<file path="src/rtl/crc_share_arbiter.sv">
// crc_share_arbiter: shares one CRC5/CRC16 engine between the RX and TX byte
// processors. One requester owns the engine per packet; the CRC is cleared for
// one cycle before each grant, and only the owner's controls reach the engine.
// Optional hold watchdog: define CRC_ARB_WATCHDOG_EN to bound grant length to
// MAX_HOLD cycles (holdTimeout pulses on a forced release).
//
// Handshake: a requester raises req and holds it for the whole packet. It may
// drive its CRC controls only once it sees gnt=1; gnt stays high until the
// cycle after req is seen low (or the watchdog fires). Enables driven without
// gnt are discarded.
module crc_share_arbiter #(
  parameter int MAX_HOLD = 1023,
  parameter int CNT_W    = 10
) (
  input  logic       clk,
  input  logic       rst,
  input  logic       rxReq,
  output logic       rxGnt,
  input  logic       rxRstCRC,
  input  logic       rxCRC5En,
  input  logic       rxCRC16En,
  input  logic       rxCRC5_8Bit,
  input  logic [7:0] rxCRCData,
  output logic       rxCRC5UpdateRdy,
  output logic       rxCRC16UpdateRdy,
  input  logic       txReq,
  output logic       txGnt,
  input  logic       txRstCRC,
  input  logic       txCRC5En,
  input  logic       txCRC16En,
  input  logic       txCRC5_8Bit,
  input  logic [7:0] txCRCData,
  output logic       txCRC5UpdateRdy,
  output logic       txCRC16UpdateRdy,
  output logic       crcRst,
  output logic       crc5En,
  output logic       crc16En,
  output logic       crc5_8Bit,
  output logic [7:0] crcData,
  input  logic       crc5UpdateRdy,
  input  logic       crc16UpdateRdy,
  output logic       holdTimeout,
  output logic [1:0] o_dbg_state
);

  // The hold counter must be able to represent MAX_HOLD-1.
  if ((2 ** CNT_W) <= MAX_HOLD) begin : g_bad_cnt_w
    $error("crc_share_arbiter: CNT_W too small for MAX_HOLD");
  end

  typedef enum logic [1:0] {
    S_IDLE = 2'd0,
    S_CLR  = 2'd1,
    S_BUSY = 2'd2,
    S_REL  = 2'd3
  } state_t;

  state_t     r_state;
  state_t     w_next;
  logic       r_owner;        // 0 = RX, 1 = TX
  logic       w_owner_next;
  logic       r_last;         // last owner; resets to TX so RX wins first tie
  logic       r_rx_gnt;
  logic       r_tx_gnt;
  logic       r_timeout;
  logic       w_timeout;
  logic       w_hold_hit;
  logic [1:0] w_armed;        // [0] = RX, [1] = TX
  logic       w_rx_arm;
  logic       w_tx_arm;
  logic       w_own_req;

  assign w_rx_arm  = rxReq & w_armed[0];
  assign w_tx_arm  = txReq & w_armed[1];
  assign w_own_req = r_owner ? txReq : rxReq;

`ifdef CRC_ARB_WATCHDOG_EN
  logic [CNT_W-1:0] r_hold_cnt;
  logic [1:0]       r_armed;

  // Hold counter: zero outside BUSY, counts BUSY cycles, saturates.
  always_ff @(posedge clk) begin
    if (rst || r_state != S_BUSY) begin
      r_hold_cnt <= '0;
    end else if (r_hold_cnt != {CNT_W{1'b1}}) begin
      r_hold_cnt <= r_hold_cnt + 1'b1;
    end
  end

  // Armed bits: cleared by a watchdog release, re-set once req is seen low.
  always_ff @(posedge clk) begin
    if (rst) begin
      r_armed <= 2'b11;
    end else begin
      r_armed[0] <= (w_timeout && !r_owner) ? 1'b0 : (!rxReq ? 1'b1 : r_armed[0]);
      r_armed[1] <= (w_timeout &&  r_owner) ? 1'b0 : (!txReq ? 1'b1 : r_armed[1]);
    end
  end

  assign w_hold_hit = (r_hold_cnt == CNT_W'(MAX_HOLD - 1));
  assign w_armed    = r_armed;
`else
  assign w_hold_hit = 1'b0;
  assign w_armed    = 2'b11;
`endif

  // State, owner, last-owner, grant and timeout registers.
  always_ff @(posedge clk) begin
    if (rst) begin
      r_state   <= S_IDLE;
      r_owner   <= 1'b0;
      r_last    <= 1'b1;
      r_rx_gnt  <= 1'b0;
      r_tx_gnt  <= 1'b0;
      r_timeout <= 1'b0;
    end else begin
      r_state   <= w_next;
      r_owner   <= w_owner_next;
      r_rx_gnt  <= (w_next == S_BUSY) && !w_owner_next;
      r_tx_gnt  <= (w_next == S_BUSY) &&  w_owner_next;
      r_timeout <= w_timeout;
      if (r_state == S_CLR) begin
        r_last <= r_owner;
      end
    end
  end

  // Next-state logic; REL arbitrates like IDLE so a waiting requester is
  // cleared in the cycle right after the release.
  always_comb begin
    w_next       = r_state;
    w_owner_next = r_owner;
    w_timeout    = 1'b0;
    case (r_state)
      S_IDLE, S_REL: begin
        w_next = S_IDLE;
        if (w_rx_arm && w_tx_arm) begin
          w_owner_next = ~r_last;
          w_next       = S_CLR;
        end else if (w_rx_arm) begin
          w_owner_next = 1'b0;
          w_next       = S_CLR;
        end else if (w_tx_arm) begin
          w_owner_next = 1'b1;
          w_next       = S_CLR;
        end
      end
      S_CLR: begin
        w_next = S_BUSY;
      end
      S_BUSY: begin
        if (!w_own_req) begin
          w_next = S_REL;
        end else if (w_hold_hit) begin
          w_next    = S_REL;
          w_timeout = 1'b1;
        end
      end
      default: begin
        w_next = S_IDLE;
      end
    endcase
  end

  // Engine mux and ready-strobe routing; only the owner in BUSY is visible.
  always_comb begin
    crcRst           = 1'b0;
    crc5En           = 1'b0;
    crc16En          = 1'b0;
    crc5_8Bit        = 1'b0;
    crcData          = 8'h00;
    rxCRC5UpdateRdy  = 1'b0;
    rxCRC16UpdateRdy = 1'b0;
    txCRC5UpdateRdy  = 1'b0;
    txCRC16UpdateRdy = 1'b0;
    if (r_state == S_CLR) begin
      crcRst = 1'b1;
    end else if (r_state == S_BUSY) begin
      if (r_owner) begin
        crcRst           = txRstCRC;
        crc5En           = txCRC5En;
        crc16En          = txCRC16En;
        crc5_8Bit        = txCRC5_8Bit;
        crcData          = txCRCData;
        txCRC5UpdateRdy  = crc5UpdateRdy;
        txCRC16UpdateRdy = crc16UpdateRdy;
      end else begin
        crcRst           = rxRstCRC;
        crc5En           = rxCRC5En;
        crc16En          = rxCRC16En;
        crc5_8Bit        = rxCRC5_8Bit;
        crcData          = rxCRCData;
        rxCRC5UpdateRdy  = crc5UpdateRdy;
        rxCRC16UpdateRdy = crc16UpdateRdy;
      end
    end
  end

  assign rxGnt       = r_rx_gnt;
  assign txGnt       = r_tx_gnt;
  assign holdTimeout = r_timeout;
  assign o_dbg_state = r_state;

endmodule
</file>
<file path="config.mk">
export PLATFORM = sky130hd
export DESIGN_NAME = crc_share_arbiter
export DESIGN_NICKNAME = d
export VERILOG_FILES = /design/src/rtl/crc_share_arbiter.sv
export SDC_FILE = /design/constraint.sdc
export NUM_CORES = 1
export LEC_CHECK = 0
export CAP_MARGIN = 25
export CELL_PAD_IN_SITES_DETAIL_PLACEMENT = 1
export CELL_PAD_IN_SITES_GLOBAL_PLACEMENT = 2
export CORE_MARGIN = 2
export CORE_UTILIZATION = 12
export CTS_CLUSTER_DIAMETER = 50
export DETAILED_ROUTE_END_ITERATION = 8
export PLACE_DENSITY_LB_ADDON = 0.1
export SETUP_SLACK_MARGIN = 0.2
export SLEW_MARGIN = 20
export SYNTH_ARGS = -nofsm -noshare
export SYNTH_HDL_FRONTEND = slang
export SYNTH_SLANG_ARGS = --single-unit
</file>
<file path="constraint.sdc">
create_clock -name clk -period 1.2 [get_ports clk]
set_input_delay 0.18 -clock clk [delete_from_list [all_inputs] [get_ports clk]]
set_output_delay 0.18 -clock clk [all_outputs]
set_load 0.02 [all_outputs]
</file>
==> metrics.md <==
| Metric | Value |
|---|---|
| R2R depth | `6` |
| Area Growth Syn to Fin | `191%` |
| Max Transition Viols Final | `0` |
| Placed Instances | `~170` |
| DRT Pass-1 Iters | `3` |
| Most frequent cell after synthesis | `nor2_1` |
| DIE AREA | `about 4700 um^2` |
| Initial antenna violation count | `0` |
| Cell Area, Synth | `just under 500 um^2` |
| Cell variety after synth | `22` |
| Post-DP HPWL | `around 1700 um` |
| Startpoint types | `flop` |
| Setup WS post-layout | `-0.250 ns` |
| Vias in the first global route | `between 600 and 700` |
| Starting Density | `between 10% and 20%` |
| Area of the multi-input gates | `roughly 570 um^2` |
| Failing checks | `negative setup slack` |
| Number of nets in the layout | `approximately 160` |
| # rows | `23` |
| Upper clock frequency limit | `690 MHz` |
| Top cells by area, synth | `dfxtp_1 (24%), mux2i_1 (24%), nor2_1 (11%)` |
| Core box area | `approximately 4000 um^2` |
| Die Y | `roughly 68 um` |
| Largest net degree at the start of global routing | `9` |
| CTS sink count | `6` |
| DP Area | `1260 um^2` |
| Cts bufs inserted | `3` |
| Worst skew pair latency | `0.22 ns` |
| Total power | `between 2 and 3 mW` |
| Final setup viols | `20` |
| Vias | `around 670` |
| Synthesized area per cell | `8.01 um^2` |
| Critical-path cell list | `inv_4 -> ha_4 -> buf_6 -> nand2b_4 -> nor2_4 -> buf_6` |
| Fin Clk Skew | `between 0.002 and 0.003 ns` |
| CP top delay family | `flip-flops` |
| Hold WC Path Type | `reg2reg` |
| Layout cells sized above 1 | `59.7%` |
| Htree depth | `1` |
| VDD IR max | `between 500 and 600 uV` |
| DRC | `0` |
| PwrDens | `around 1900 nW/um^2` |
| Post-synth top area share | `about a quarter` |
| Crit path depth | `6` |
| Clock-pin slew on the worst setup and hold paths | `0.04 ns` |
| Top FF cell, synth | `dfxtp_1` |
| DRT antenna net count | `0` |
| Wire length per cell | `between 10 and 15 um` |
| Crit path arrival time | `1.27 ns` |
| Final hold violations | `0` |
| Critical path buffers and inverters | `3` |
| Crit Path Category | `reg2out` |
| Clock Path Buffers | `2` |
| CP endpoint kind | `output pin` |
| Synth Register Bits | `6` |
| Syn Inst Count | `62` |
| Syn nets | `94` |
| Final wirelength | `around 2100 um` |
| IO Pins | `between 50 and 60` |
| Port Buffers | `49` |
| Post-synth top cells | `nor2_1 (15), mux2i_1 (12), dfxtp_1 (6), nand2_1 (4)` |
| First-pass GRT wire length | `~3100 um` |
| Final hold slack | `about 0.56 ns` |
| Diodes inserted | `0` |
| Critical path peak fanout | `4` |
| RSZ-0062 raised after global routing | `true` |
| Period utilization | `121%` |
| Async S/R FF share, synth | `0%` |
| Initial DRC count | `10` |
| CP most frequent cell | `buf_6` |
| Leakage | `about 0.56 nW` |
| Root Buffer | `clkbuf_8` |
| CP max stage delay | `about 0.37 ns` |
| Vias per Instance | `between 3 and 4` |
| GP Congestion | `0.728` |
| Hold path depth | `3` |
| MaxCap Viol Count | `0` |
| Critical-path top delay cell | `dfxtp_4` |
| GRT Util Overall | `under 10%` |
| Outcome | `finished, violations left` |
| Post-synth EDFFs | `0` |
| Die X | `between 60 and 70 um` |
| Finished Cell Area | `between 1000 and 1500 um^2` |
| Period minus WS final | `1.45 ns` |
| Critical Path RT | `1.02 ns` |
| CTS tree | `built` |
| Register area | `about 130 um^2` |
| Syn. warnings | `0` |
| Grt total ovfl | `0` |
| Sequential element share of the synthesized area | `between 20% and 30%` |
| Final std cells w/o fill | `approximately 170` |
| Post-synth top area cell | `dfxtp_1` |
| Fillcell total | `between 400 and 500` |
[cell families after synthesis]
| family | share of synthesized area, % |
|---|---|
| and+or+nand+nor | 24.4 |
| muxes | 27.2 |
| buffers and inverters | 9.32 |
| AOI/OAI and AO/OA | 9.07 |
| DFF | 24.2 |
| adders and majority gates | 5.04 |
| other | 0.755 |
[layer usage]
layer | track usage (%) | vias to the layer above | part of all wire, %
li1 | - | 337 | -
met4 | 3.75 | 0 | 0
met1 | 10.5 | 308 | 38
met2 | 15.9 | 20 | 55
met5 | 0 | - | 0
met3 | 1.81 | 0 | 6.8
[worst reg2reg max path, delay by kind of cell, from the launching register on]
| family | cells | cell delay [ns] |
|---|---|---|
| adder cells (fa/ha/maj) | 1 | 0.16 |
| buffers and inverters | 4 | 0.39 |
| AO/OA/AOI/OAI | 1 | 0.28 |
| flip-flops | 1 | 0.37 |
[sequential cells by signal (all words and copies together) (netlist names)]
register,count
rxGnt,1
r_last,1
o_dbg_state,2
txGnt,1
r_owner,1
[layout make-up]
cell class                      instances  area share [%]
Clock buffer                            3            2.85
Inverter                                3            1.12
Multi-Input combinational cell         50            39.3
Sequential cell                         6            9.08
Tap cell                               50            4.32
Timing Repair Buffer                   62            43.3
[metrics by stage]
| stage | TNS, ns | worst slack (ns) | util [%] |
|---|---|---|---|
| floorplan | -0.352 | -0.0365 | - |
| global placement | -9.25 | -0.613 | 31.5 |
| detailed placement | -9.92 | -0.651 | 31.5 |
| CTS | -3.98 | -0.270 | 35.8 |
| global route | -4.79 | -0.302 | 36.2 |
| finish | -3.64 | -0.250 | 36.2 |
[worst paths after layout]
path,start,to,slack (ns)
worst max-delay path,o_dbg_state[1],txCRC16UpdateRdy,-0.25
worst max register to register,o_dbg_state[1],r_last,-0.11
worst min-delay path,r_last,r_owner,0.56
worst min register to register,r_last,r_owner,0.56
[cells in the final DEF (no fill, tap or decap), types with 3 or more instances in the layout]
cell type,Yosys,final
nor2_4,0,12
clkbuf_8,0,3
mux2i_2,0,8
dfxtp_1,6,3
dfxtp_4,0,3
buf_4,1,10
buf_6,2,19
clkdlybuf4s50_1,0,29
nand2b_4,0,3
[power breakdown]
| group | total, mW | internal (mW) | switching (mW) |
|---|---|---|---|
| Sequential | 0.393 | 0.303 | 0.0905 |
| Clock | 0.299 | 0.215 | 0.0839 |
| Combinational | 2.05 | 1.08 | 0.970 |
| Total | 2.74 | 1.60 | 1.14 |
[timing repair]
item / CTS / global route
endpoints found under the setup margin: 25 / 22
hold buffers: 0 / 0
gates cloned: 1 / 0
setup buffers: 2 / 1
pin swaps: 9 / 7
resized for setup: 133 / 3
Power figures use the tool's default switching activity.
